===== src/rtl/mpl2d_seq.sv =====
// rtl/mpl2d_seq.sv - window-order sequencer for the 2x2 max-pool unit
// Issues psum reads, drives MPL2D enable/order, qualifies pooled-pixel writes.
module mpl2d_seq #(
  parameter int BLK_W   = 4,
  parameter int PSUM_AW = BLK_W + 4
) (
  input  logic               clk,
  input  logic               reset,
  input  logic               start,
  input  logic [BLK_W-1:0]   cfg_num_blk,
  input  logic               stall,
  output logic               psum_rd_en,
  output logic [PSUM_AW-1:0] psum_rd_addr,
  output logic               mpl_enable,
  output logic [3:0]         mpl_order,
  input  logic               mpl_valid,
  input  logic [1:0]         mpl_onij,
  output logic               out_wr_en,
  output logic [BLK_W+1:0]   out_wr_addr,
  output logic               busy,
  output logic               done
);

  typedef enum logic [1:0] {
    S_IDLE  = 2'd0,
    S_RUN   = 2'd1,
    S_DRAIN = 2'd2,
    S_DONE  = 2'd3
  } state_t;

  state_t           state_q, state_d;
  logic [3:0]       order_q, order_d;
  logic [BLK_W-1:0] blk_q, blk_d;
  logic [BLK_W-1:0] last_blk_q, last_blk_d;
  logic             adv_d1_q, adv_d1_d;
  logic [BLK_W-1:0] blk_d1_q, blk_d1_d;

  logic adv;
  assign adv = (state_q == S_RUN) && !stall;

  always_comb begin
    state_d    = state_q;
    order_d    = order_q;
    blk_d      = blk_q;
    last_blk_d = last_blk_q;
    adv_d1_d   = adv;
    blk_d1_d   = blk_q;
    case (state_q)
      S_IDLE: begin
        if (start) begin
          state_d    = S_RUN;
          last_blk_d = cfg_num_blk;
          blk_d      = '0;
          order_d    = '0;
        end
      end
      S_RUN: begin
        // A stall freezes order/blk; the SRAM repeats its data and max is idempotent.
        if (!stall) begin
          order_d = order_q + 4'd1;
          if (order_q == 4'd15) begin
            if (blk_q == last_blk_q) begin
              state_d = S_DRAIN;
            end else begin
              blk_d = blk_q + 1'b1;
            end
          end
        end
      end
      S_DRAIN: state_d = S_DONE;
      S_DONE: begin
        state_d = S_IDLE;
        order_d = '0;
        blk_d   = '0;
      end
      default: state_d = S_IDLE;
    endcase
  end

  always_ff @(posedge clk) begin
    if (reset) begin
      state_q    <= S_IDLE;
      order_q    <= '0;
      blk_q      <= '0;
      last_blk_q <= '0;
      adv_d1_q   <= 1'b0;
      blk_d1_q   <= '0;
    end else begin
      state_q    <= state_d;
      order_q    <= order_d;
      blk_q      <= blk_d;
      last_blk_q <= last_blk_d;
      adv_d1_q   <= adv_d1_d;
      blk_d1_q   <= blk_d1_d;
    end
  end

  assign busy         = (state_q == S_RUN) || (state_q == S_DRAIN);
  assign done         = (state_q == S_DONE);
  assign mpl_enable   = busy;
  assign mpl_order    = (state_q == S_RUN) ? order_q : 4'd0;
  assign psum_rd_en   = adv;
  assign psum_rd_addr = (state_q == S_RUN)
                        ? PSUM_AW'({blk_q, order_q[3], order_q[1], order_q[2], order_q[0]})
                        : '0;
  // adv_d1 drops the repeated valids MPL2D emits while a stall holds order%4==3.
  assign out_wr_en    = mpl_valid & adv_d1_q;
  assign out_wr_addr  = out_wr_en ? {blk_d1_q, mpl_onij} : '0;

endmodule


===== config.mk =====
export PLATFORM = sky130hd
export DESIGN_NAME = mpl2d_seq
export DESIGN_NICKNAME = d
export VERILOG_FILES = /design/src/rtl/mpl2d_seq.sv
export SDC_FILE = /design/constraint.sdc
export NUM_CORES = 1
export LEC_CHECK = 0
export CAP_MARGIN = 20
export CORE_AREA = 2 2 51 53
export CTS_CLUSTER_DIAMETER = 80
export CTS_CLUSTER_SIZE = 10
export DETAILED_ROUTE_END_ITERATION = 10
export DIE_AREA = 0 0 53 55
export GPL_ROUTABILITY_DRIVEN = 0
export GPL_TIMING_DRIVEN = 0
export PLACE_DENSITY = 0.78
export SLEW_MARGIN = 20
export SYNTH_ARGS = -nofsm -noshare
export SYNTH_HDL_FRONTEND = slang
export SYNTH_SLANG_ARGS = --single-unit

===== constraint.sdc =====
create_clock -name clk -period 4.4 [get_ports clk]
set_clock_uncertainty 0.05 [all_clocks]
set_input_delay 0.88 -clock clk [delete_from_list [all_inputs] [get_ports clk]]
set_output_delay 0.88 -clock clk [all_outputs]
set_load 0.05 [all_outputs]

After elaboration in Yosys (flattened, before gate mapping):

Cells that the tools add are included.

* flip-flop bits (word level): 19
* output and inout bits: 23
* logic and storage cells: 43

* $add $sub $neg: 2
* eq/ne operators: 10
* muxes and demuxes: 15
* bitwise gates (word level): 1
* reductions and logical operators: 9

Operator list (number)
* $mux 4: 6
* $pmux 4 s3: 2
* $add 4x1->4 const B: 2
* $mux 2: 4
* $mux 8: 1
* $pmux 2 s4: 1
* $mux 6: 1
* $ne 2x2->1 const B: 3
* $reduce_and 5->1: 1
* $eq 2x2->1 const B: 2
* $eq 4x4->1: 1
* $eq 4x4->1 const B: 1
* $ne 2x1->1 const B: 2
* $reduce_and 4->1: 1
* $reduce_and 3->1: 1
* $reduce_bool 3->1: 1
* $eq 2x1->1 const B: 1
* $logic_not 2->1: 1
* $reduce_and 2->1: 1
* $and 1x1->1: 1
* $logic_and 1x1->1: 1
* $logic_not 1->1: 1
* $logic_or 1x1->1: 1

Depth between registers and ports, before layout:

Gate-level depths: netlist (run 1).

* word-level depth: 5
* depth in mapped cells: 6

Least setup slack after synthesis (run 1):

OpenSTA, ideal clock, no wires.

* path kind: register to output
* from: reg state_q[1]
* to: out psum_rd_addr[0]
* arrival: 1559 ps
* required time: 3470 ps
* slack: 1911 ps
* stages on the path, launching flop included: 6
* path buffers: 2
* path through: dfxtp_1 > inv_1 > ha_1 > clkbuf_1 > and2_1 > buf_4

* word-level cells in the longest chain between the ends: 2

Ends and longest elaborated chain
* from (decl): RTL line 31 `state_t state_q, state_d;`
* from (signal assigned): RTL line 89 `state_q <= state_d;`
* $eq 2x1->1: RTL line 103 `assign psum_rd_addr = (state_q == S_RUN)`
* $mux 8: RTL line 104 `? PSUM_AW'({blk_q, order_q[3], order_q[1], order_q[2], order_q[0]})`
* to (decl): RTL line 13 `output logic [PSUM_AW-1:0] psum_rd_addr,`

Every way passes these cells.

Worst setup path in the final report (run 1):

* from: in mpl_valid
* to: out out_wr_addr[0]

* word-level cells in the longest chain between the ends: 2

Ends and longest elaborated chain
* from (decl): RTL line 16 `input logic mpl_valid,`
* $and 1x1->1: RTL line 107 `assign out_wr_en = mpl_valid & adv_d1_q;`
* $mux 6: RTL line 108 `assign out_wr_addr = out_wr_en ? {blk_d1_q, mpl_onij} : '0;`
* to (decl): RTL line 19 `output logic [BLK_W+1:0] out_wr_addr,`

Every way passes these cells.

==> results of run 1 <==
[how the worst max path moves through the flow]
stage,slack (ns),endpoint,startpoint
finish,1.04,out_wr_addr[0],mpl_valid
global route,0.91,psum_rd_addr[2],state_q[1]$_SDFFE_PP0P_
CTS,1.05,out_wr_addr[0],mpl_valid
detailed placement,1.05,out_wr_addr[0],mpl_valid
global placement,1.08,out_wr_addr[5],mpl_valid
floorplan,1.91,psum_rd_addr[0],state_q[1]$_SDFFE_PP0P_
[through the flow]
| step | instances | setup WS [ns] | hold slack, ns | utilization [%] | area (sq um) |
|---|---|---|---|---|---|
| after floorplan | 128 | 1.91 | 0.407 | - | 1130 |
| after global placement | 191 | 1.08 | 0.425 | 63.3 | 1500 |
| after detailed placement | 191 | 1.05 | 0.435 | 63.3 | 1500 |
| after CTS | 195 | 1.05 | 0.450 | 64.4 | 1520 |
| after global routing | 195 | 0.908 | 0.482 | 64.4 | 1520 |
| final | 195 | 1.04 | 0.446 | 64.4 | 1520 |
[worst max-delay path: cells and delay by family]
kind / cells / cell delay (ns)
buffers and inverters: 2 / 1.35
and+or+nand+nor: 1 / 0.19
[synth_stat cells]
library cell,instances,share of area [%]
a21o_1,1,0.67
a21oi_1,8,3.5
a311oi_1,1,0.78
a31oi_1,3,1.7
and2_1,10,5.5
and3_1,7,3.9
and4_2,1,0.89
buf_4,5,3.3
clkbuf_1,2,0.67
dfxtp_1,19,34
ha_1,7,7.8
inv_1,6,2.0
mux2i_1,2,1.8
nand2_1,15,5.0
nand2b_1,2,1.1
nand3_1,9,4.0
nand3b_1,1,0.67
nand4_4,1,1.9
nand4b_1,2,1.6
nor2_1,7,2.3
nor2b_1,4,2.2
nor3_1,1,0.44
nor3_4,1,1.4
o21ai_0,3,1.3
o221a_1,1,1.0
o221ai_1,1,0.78
o31ai_1,2,1.3
o41ai_4,1,2.4
or3_1,1,0.55
xnor2_2,4,5.8
[area by class of cell]
class	instances	area, sq um
fill	222	841
clock inverter	1	5.00
buffer	7	45.0
inverter	6	22.5
tap	30	37.5
timing repair buffer	33	330
clock buffer	3	22.5
sequential	19	380
multi-input combinational	96	681
[power breakdown]
part | switching, mW | internal, mW
combinational | 0.260 | 0.153
clock | 0.0564 | 0.0340
sequential | 0.0224 | 0.193
[kinds of logic after synthesis]
group / count (synthesis) / synth area share [%]
and+or+nand+nor: 62 / 31.5
AOI/OAI and AO/OA: 21 / 13.5
DFF: 19 / 33.7
buffers and inverters: 13 / 5.99
adders and majority gates: 7 / 7.76
xor gates and xnor gates: 4 / 5.76
muxes: 2 / 1.77
[registers in the layout, summed over array words and instances, names as in the netlist]
name,flops
last_blk_q,4
state_q,2
order_q,4
adv_d1_q,1
blk_d1_q,4
blk_d1_d,4
[per-layer routing]
layer / GRT usage (%) / up-vias / wire length (um)
met4: 9.40 / 0 / 53
met2: 35.0 / 42 / 1240
met5: 0 / - / 0
met3: 2.69 / 9 / 142
li1: - / 519 / -
met1: 22.9 / 483 / 1120
[cell usage in the layout, fill, tap and decap left out, drive strengths merged, types with 2 or more instances in the layout]
| cell | n |
|---|---|
| a21oi | 8 |
| a31oi | 3 |
| and2 | 10 |
| and3 | 7 |
| buf | 5 |
| clkbuf | 5 |
| clkdlybuf4s50 | 33 |
| dfxtp | 19 |
| ha | 7 |
| inv | 6 |
| mux2i | 2 |
| nand2 | 15 |
| nand2b | 2 |
| nand3 | 9 |
| nand4b | 2 |
| nor2 | 7 |
| nor2b | 4 |
| nor3 | 2 |
| o21ai | 3 |
| o31ai | 2 |
| xnor2 | 4 |
==> results.sh, run 1 <==
export IMPL_port_buffers=33
export IMPL_yosys_warnings=0
export IMPL_reg2reg_to="blk_d1_d[0]$_SDFFE_PP0P_"
export IMPL_grt_usage_pct=19.4
export IMPL_path_class="in -> out"
export IMPL_fp_dieW_um=53
export IMPL_critPathRequiredTime_ns=3.47
export IMPL_synth_area_sq_mm=0.00113
export IMPL_die_area_sq_mm=0.00292
export IMPL_max_slew_margin_pct=65.0
export IMPL_drt_iter0_drc=23
export IMPL_clk_path_buf_depth=2
export IMPL_first_pass_iters=4
export IMPL_cts_root_buffer="clkbuf_4"
export IMPL_areaGrowthSynthToFinish_pct=35.0
export IMPL_die_y_um=55
export IMPL_crit_fanout=7
export IMPL_dp_final_hpwl_um=1970
export IMPL_drv_slew=0
export IMPL_via_per_inst=5.40
export IMPL_syn_area_per_cell_sq_um=8.82
export IMPL_cp_common_cell="clkdlybuf4s50_1"
export IMPL_reg2reg_from="state_q[0]$_SDFFE_PP0P_"
export IMPL_grt_max_degree=12
export IMPL_avgRoutedWirePerCell_um=13.1
export IMPL_seq_area_frac_synth_pct=33.7
export IMPL_cts_buffers_inserted=3
export IMPL_drc_errors=0
export IMPL_hold_start="order_q[1]$_SDFFE_PP0P_"
export IMPL_r2r_cells=6
export IMPL_drive_above_1_share_pct=10.3
export IMPL_htreeDepth=1
export IMPL_holdBufCountCts=0
export IMPL_nets=184
export IMPL_ioPinCount=34
export IMPL_postCtsSetupBuffers=0
export IMPL_drv_cap=0
export IMPL_crit_chain="clkdlybuf4s50_1 > and3_1 > clkdlybuf4s50_1"
export IMPL_path_clk_slew_ns=0.11
export IMPL_worstPathArrival_ns=2.43
export IMPL_coreArea_sq_mm=0.00236
export IMPL_setup_viol=0
export IMPL_ir_drop_v=0.000646
export IMPL_total_leakage_power_nw=0.600
export IMPL_power_per_cell_area_mw_per_mm2=472
export IMPL_cts_tree="done"
export IMPL_yosysUniqueCellTypes=30
export IMPL_start_kind="primary input"
export IMPL_hold_end="order_q[1]$_SDFFE_PP0P_"
export IMPL_grt_remaining_overflow=0
export IMPL_first_global_vias=945
export IMPL_power_uw=719
export IMPL_worst_slew_pin_slew_ns=0.524
export IMPL_fmax_ghz=0.298
export IMPL_cts_resized_gates=0
export IMPL_r2r_slack_ns=2.49
export IMPL_whs_path_depth=2
export IMPL_antenna_found_initial=0
export IMPL_slowest_delay_ns=0.80
export IMPL_status="finished, final reports clean"
export IMPL_cpMaxStageDelayCell="clkdlybuf4s50_1"
export IMPL_num_antenna_cells=0
export IMPL_rows=18
export IMPL_synthCells=128
export IMPL_tns_ns=0
export IMPL_clock_latency_ns=0.31
export IMPL_wirelength_um=2560
export IMPL_period_needed_ns=3.36
export IMPL_route_vias_total=1053
export IMPL_drtAntennaViolNets=0
export IMPL_clock_sinks=19
export IMPL_grt_pass1_wl_um=4110
export IMPL_initial_core_util_pct=47.7
export IMPL_period_share_pct=76.3
export IMPL_hold_path_class="reg -> reg"
export IMPL_rsz0062_at_grt="no"
export IMPL_hold_viol_final=0
export IMPL_end_kind="primary output"
export IMPL_synth_seq_cells=19
export IMPL_synthesis_nets=146
Note: power is estimated with default switching activity, not from simulation.
==> run 2: changes to the inputs <==
--- a/config.mk
+++ b/config.mk
@@ -6,14 +6,14 @@
 export NUM_CORES = 1
 export LEC_CHECK = 0
 export CAP_MARGIN = 20
-export CORE_AREA = 2 2 51 53
+export CORE_AREA = 2 2 55 57
 export CTS_CLUSTER_DIAMETER = 80
 export CTS_CLUSTER_SIZE = 10
 export DETAILED_ROUTE_END_ITERATION = 10
-export DIE_AREA = 0 0 53 55
+export DIE_AREA = 0 0 57 59
 export GPL_ROUTABILITY_DRIVEN = 0
 export GPL_TIMING_DRIVEN = 0
-export PLACE_DENSITY = 0.78
+export PLACE_DENSITY = 0.71
 export SLEW_MARGIN = 20
 export SYNTH_ARGS = -nofsm -noshare
 export SYNTH_HDL_FRONTEND = slang
==> constraint.sdc (replaced) <==
create_clock -name clk -period 3.05 [get_ports clk]
set_clock_uncertainty 0.05 [all_clocks]
set_input_delay 0.61 -clock clk [delete_from_list [all_inputs] [get_ports clk]]
set_output_delay 0.61 -clock clk [all_outputs]
set_load 0.05 [all_outputs]
==> run 2 against run 1 <==
Routed wire length increased by 1.1%. Combinational power increased by 43%. Largest cell class unchanged. Worst hold slack about the same. Register-to-register slack got worse by 1.4 ns. Sequential share of layout area decreased by 0.20 points. Final area increased by 0.82%. Clock power increased by 42%.
==> results.sh, run 2 (synthesized netlist as in run 1, its figures left out) <==
export IMPL_wirelength_um=2580
export IMPL_power_per_cell_area_mw_per_mm2=669
export IMPL_dp_final_hpwl_um=2030
export IMPL_path_class="in -> out"
export IMPL_status="finished, final reports clean"
export IMPL_drv_slew=0
export IMPL_dpl_cell_area_sq_mm=0.00150
export IMPL_drtAntennaViolNets=0
export IMPL_port_buffers=33
export IMPL_hold_path_class="reg -> reg"
export IMPL_rsz0062_at_grt="no"
export IMPL_initial_core_util_pct=41.6
export IMPL_ir_drop_v=0.000728
export IMPL_end_kind="primary output"
export IMPL_clock_latency_ns=0.30
export IMPL_rows=19
export IMPL_grt_max_degree=11
export IMPL_drv_cap=0
export IMPL_num_antenna_cells=0
export IMPL_slowest_delay_ns=0.79
export IMPL_total_leakage_power_nw=0.748
export IMPL_drt_iter0_drc=67
export IMPL_via_per_inst=5.26
export IMPL_critPathRequiredTime_ns=2.39
export IMPL_cts_buffers_inserted=3
export IMPL_route_vias_total=1031
export IMPL_start_kind="primary input"
export IMPL_period_share_pct=91.8
export IMPL_hold_viol_final=0
export IMPL_fin_area_sq_mm=0.00154
export IMPL_worstPathArrival_ns=2.14
export IMPL_crit_family="buffers and inverters"
export IMPL_nets=184
export IMPL_first_pass_iters=4
export IMPL_period_needed_ns=2.80
export IMPL_crit_fanout=7
export IMPL_path_buf_inv=2
export IMPL_grt_remaining_overflow=0
export IMPL_setup_viol=0
export IMPL_tns_ns=0
export IMPL_cp_common_cell="clkdlybuf4s50_1"
export IMPL_htreeDepth=1
export IMPL_clk_path_buf_depth=2
export IMPL_power_mw=1.03
export IMPL_fp_dieW_um=57
export IMPL_fmax_ghz=0.357
export IMPL_ioPinCount=34
export IMPL_grt_usage_pct=15.9
export IMPL_drc_errors=0
export IMPL_crit_chain="clkdlybuf4s50_1 > and3_1 > clkdlybuf4s50_1"
export IMPL_layout_common_cells="22 x clkdlybuf4s50_1, 19 x dfxtp_1, 15 x nand2_1"
export IMPL_postCtsSetupBuffers=0
export IMPL_drive_above_1_share_pct=9.70
export IMPL_die_y_um=59
export IMPL_worst_slew_pin_slew_ns=0.513
export IMPL_die_area_sq_mm=0.00336
export IMPL_first_global_vias=983
export IMPL_cts_root_buffer="clkbuf_4"
export IMPL_antenna_found_initial=0
export IMPL_path_clk_slew_ns=0.10
export IMPL_cpMaxStageDelayCell="clkdlybuf4s50_1"
export IMPL_avgRoutedWirePerCell_um=13.2
export IMPL_coreArea_sq_mm=0.00271
export IMPL_areaGrowthSynthToFinish_pct=36.1
export IMPL_layout_cells_most_common="clkdlybuf4s50_1"
export IMPL_grt_pass1_wl_um=4080
export IMPL_max_slew_margin_pct=65.7
export IMPL_clock_sinks=19
export IMPL_cts_tree="done"
==> run 2: cell count changes in the layout (fill, tap and decap cells not counted) <==
cell	previous run	this run
dlymetal6s2s_1	0	7
clkdlybuf4s50_1	33	22
clkinv_2	1	0
dlygate4sd2_1	0	4
clkbuf_1	2	3
==> run 2: per-layer routing <==
layer	routed length [um]	global-route usage [%]	part of all wire [%]
met5	0	0	0
met4	48	10.3	1.9
met3	172	3.28	6.7
met2	1290	26.8	50
met1	1070	18.3	42
==> run 2: power breakdown <==
group	leakage [nW]	switching, mW	internal [mW]	total (mW)
combinational	0.578	0.371	0.219	0.590
clock	0.0150	0.0771	0.0510	0.128
sequential	0.154	0.0319	0.278	0.310
total	0.748	0.480	0.548	1.03
==> run 2: worst min-delay path: cells and delay by family (launching register included) <==
family             cells  cell delay, ns
DFF                    1            0.35
and+or+nand+nor        1            0.06
AOI/OAI and AO/OA      1            0.05
==> run 2: area by class of cell <==
| class | instances | area [sq um] |
|---|---|---|
| Sequential cell | 19 | 380 |
| Fill cell | 255 | 1170 |
| Tap cell | 31 | 38.8 |
| Clock buffer | 4 | 26.3 |
| Multi-Input combinational cell | 96 | 681 |
| Buffer | 7 | 45.0 |
| Timing Repair Buffer | 33 | 343 |
| Inverter | 6 | 22.5 |
==> run 2: final timing paths <==
path / cells past startpoint / end / slack [ns] / from
worst min-delay path: 2 / order_q[1]$_SDFFE_PP0P_ / 0.45 / order_q[1]$_SDFFE_PP0P_
worst max-delay path: 3 / out_wr_addr[4] / 0.25 / mpl_valid
worst min register to register: 2 / order_q[1]$_SDFFE_PP0P_ / 0.45 / order_q[1]$_SDFFE_PP0P_
worst max register to register: 6 / blk_d1_d[0]$_SDFFE_PP0P_ / 1.14 / state_q[0]$_SDFFE_PP0P_
==> run 2: stage by stage <==
stage | hold WS (ns) | cells | setup WS [ns] | utilization, %
after detailed placement | 0.435 | 192 | 0.246 | 55.3
after global routing | 0.481 | 196 | 0.0709 | 56.7
final | 0.446 | 196 | 0.251 | 56.7
after floorplan | 0.407 | 128 | 0.831 | -
after global placement | 0.424 | 192 | 0.271 | 55.3
after CTS | 0.452 | 196 | 0.0591 | 56.0
==> run 2: what timing repair did <==
item                                    CTS  global route
pin swaps                                 0             0
gates resized for setup                   4             7
endpoints found under the hold margin     0             0
hold buffers                              0             0
endpoints found under the setup margin    4             7
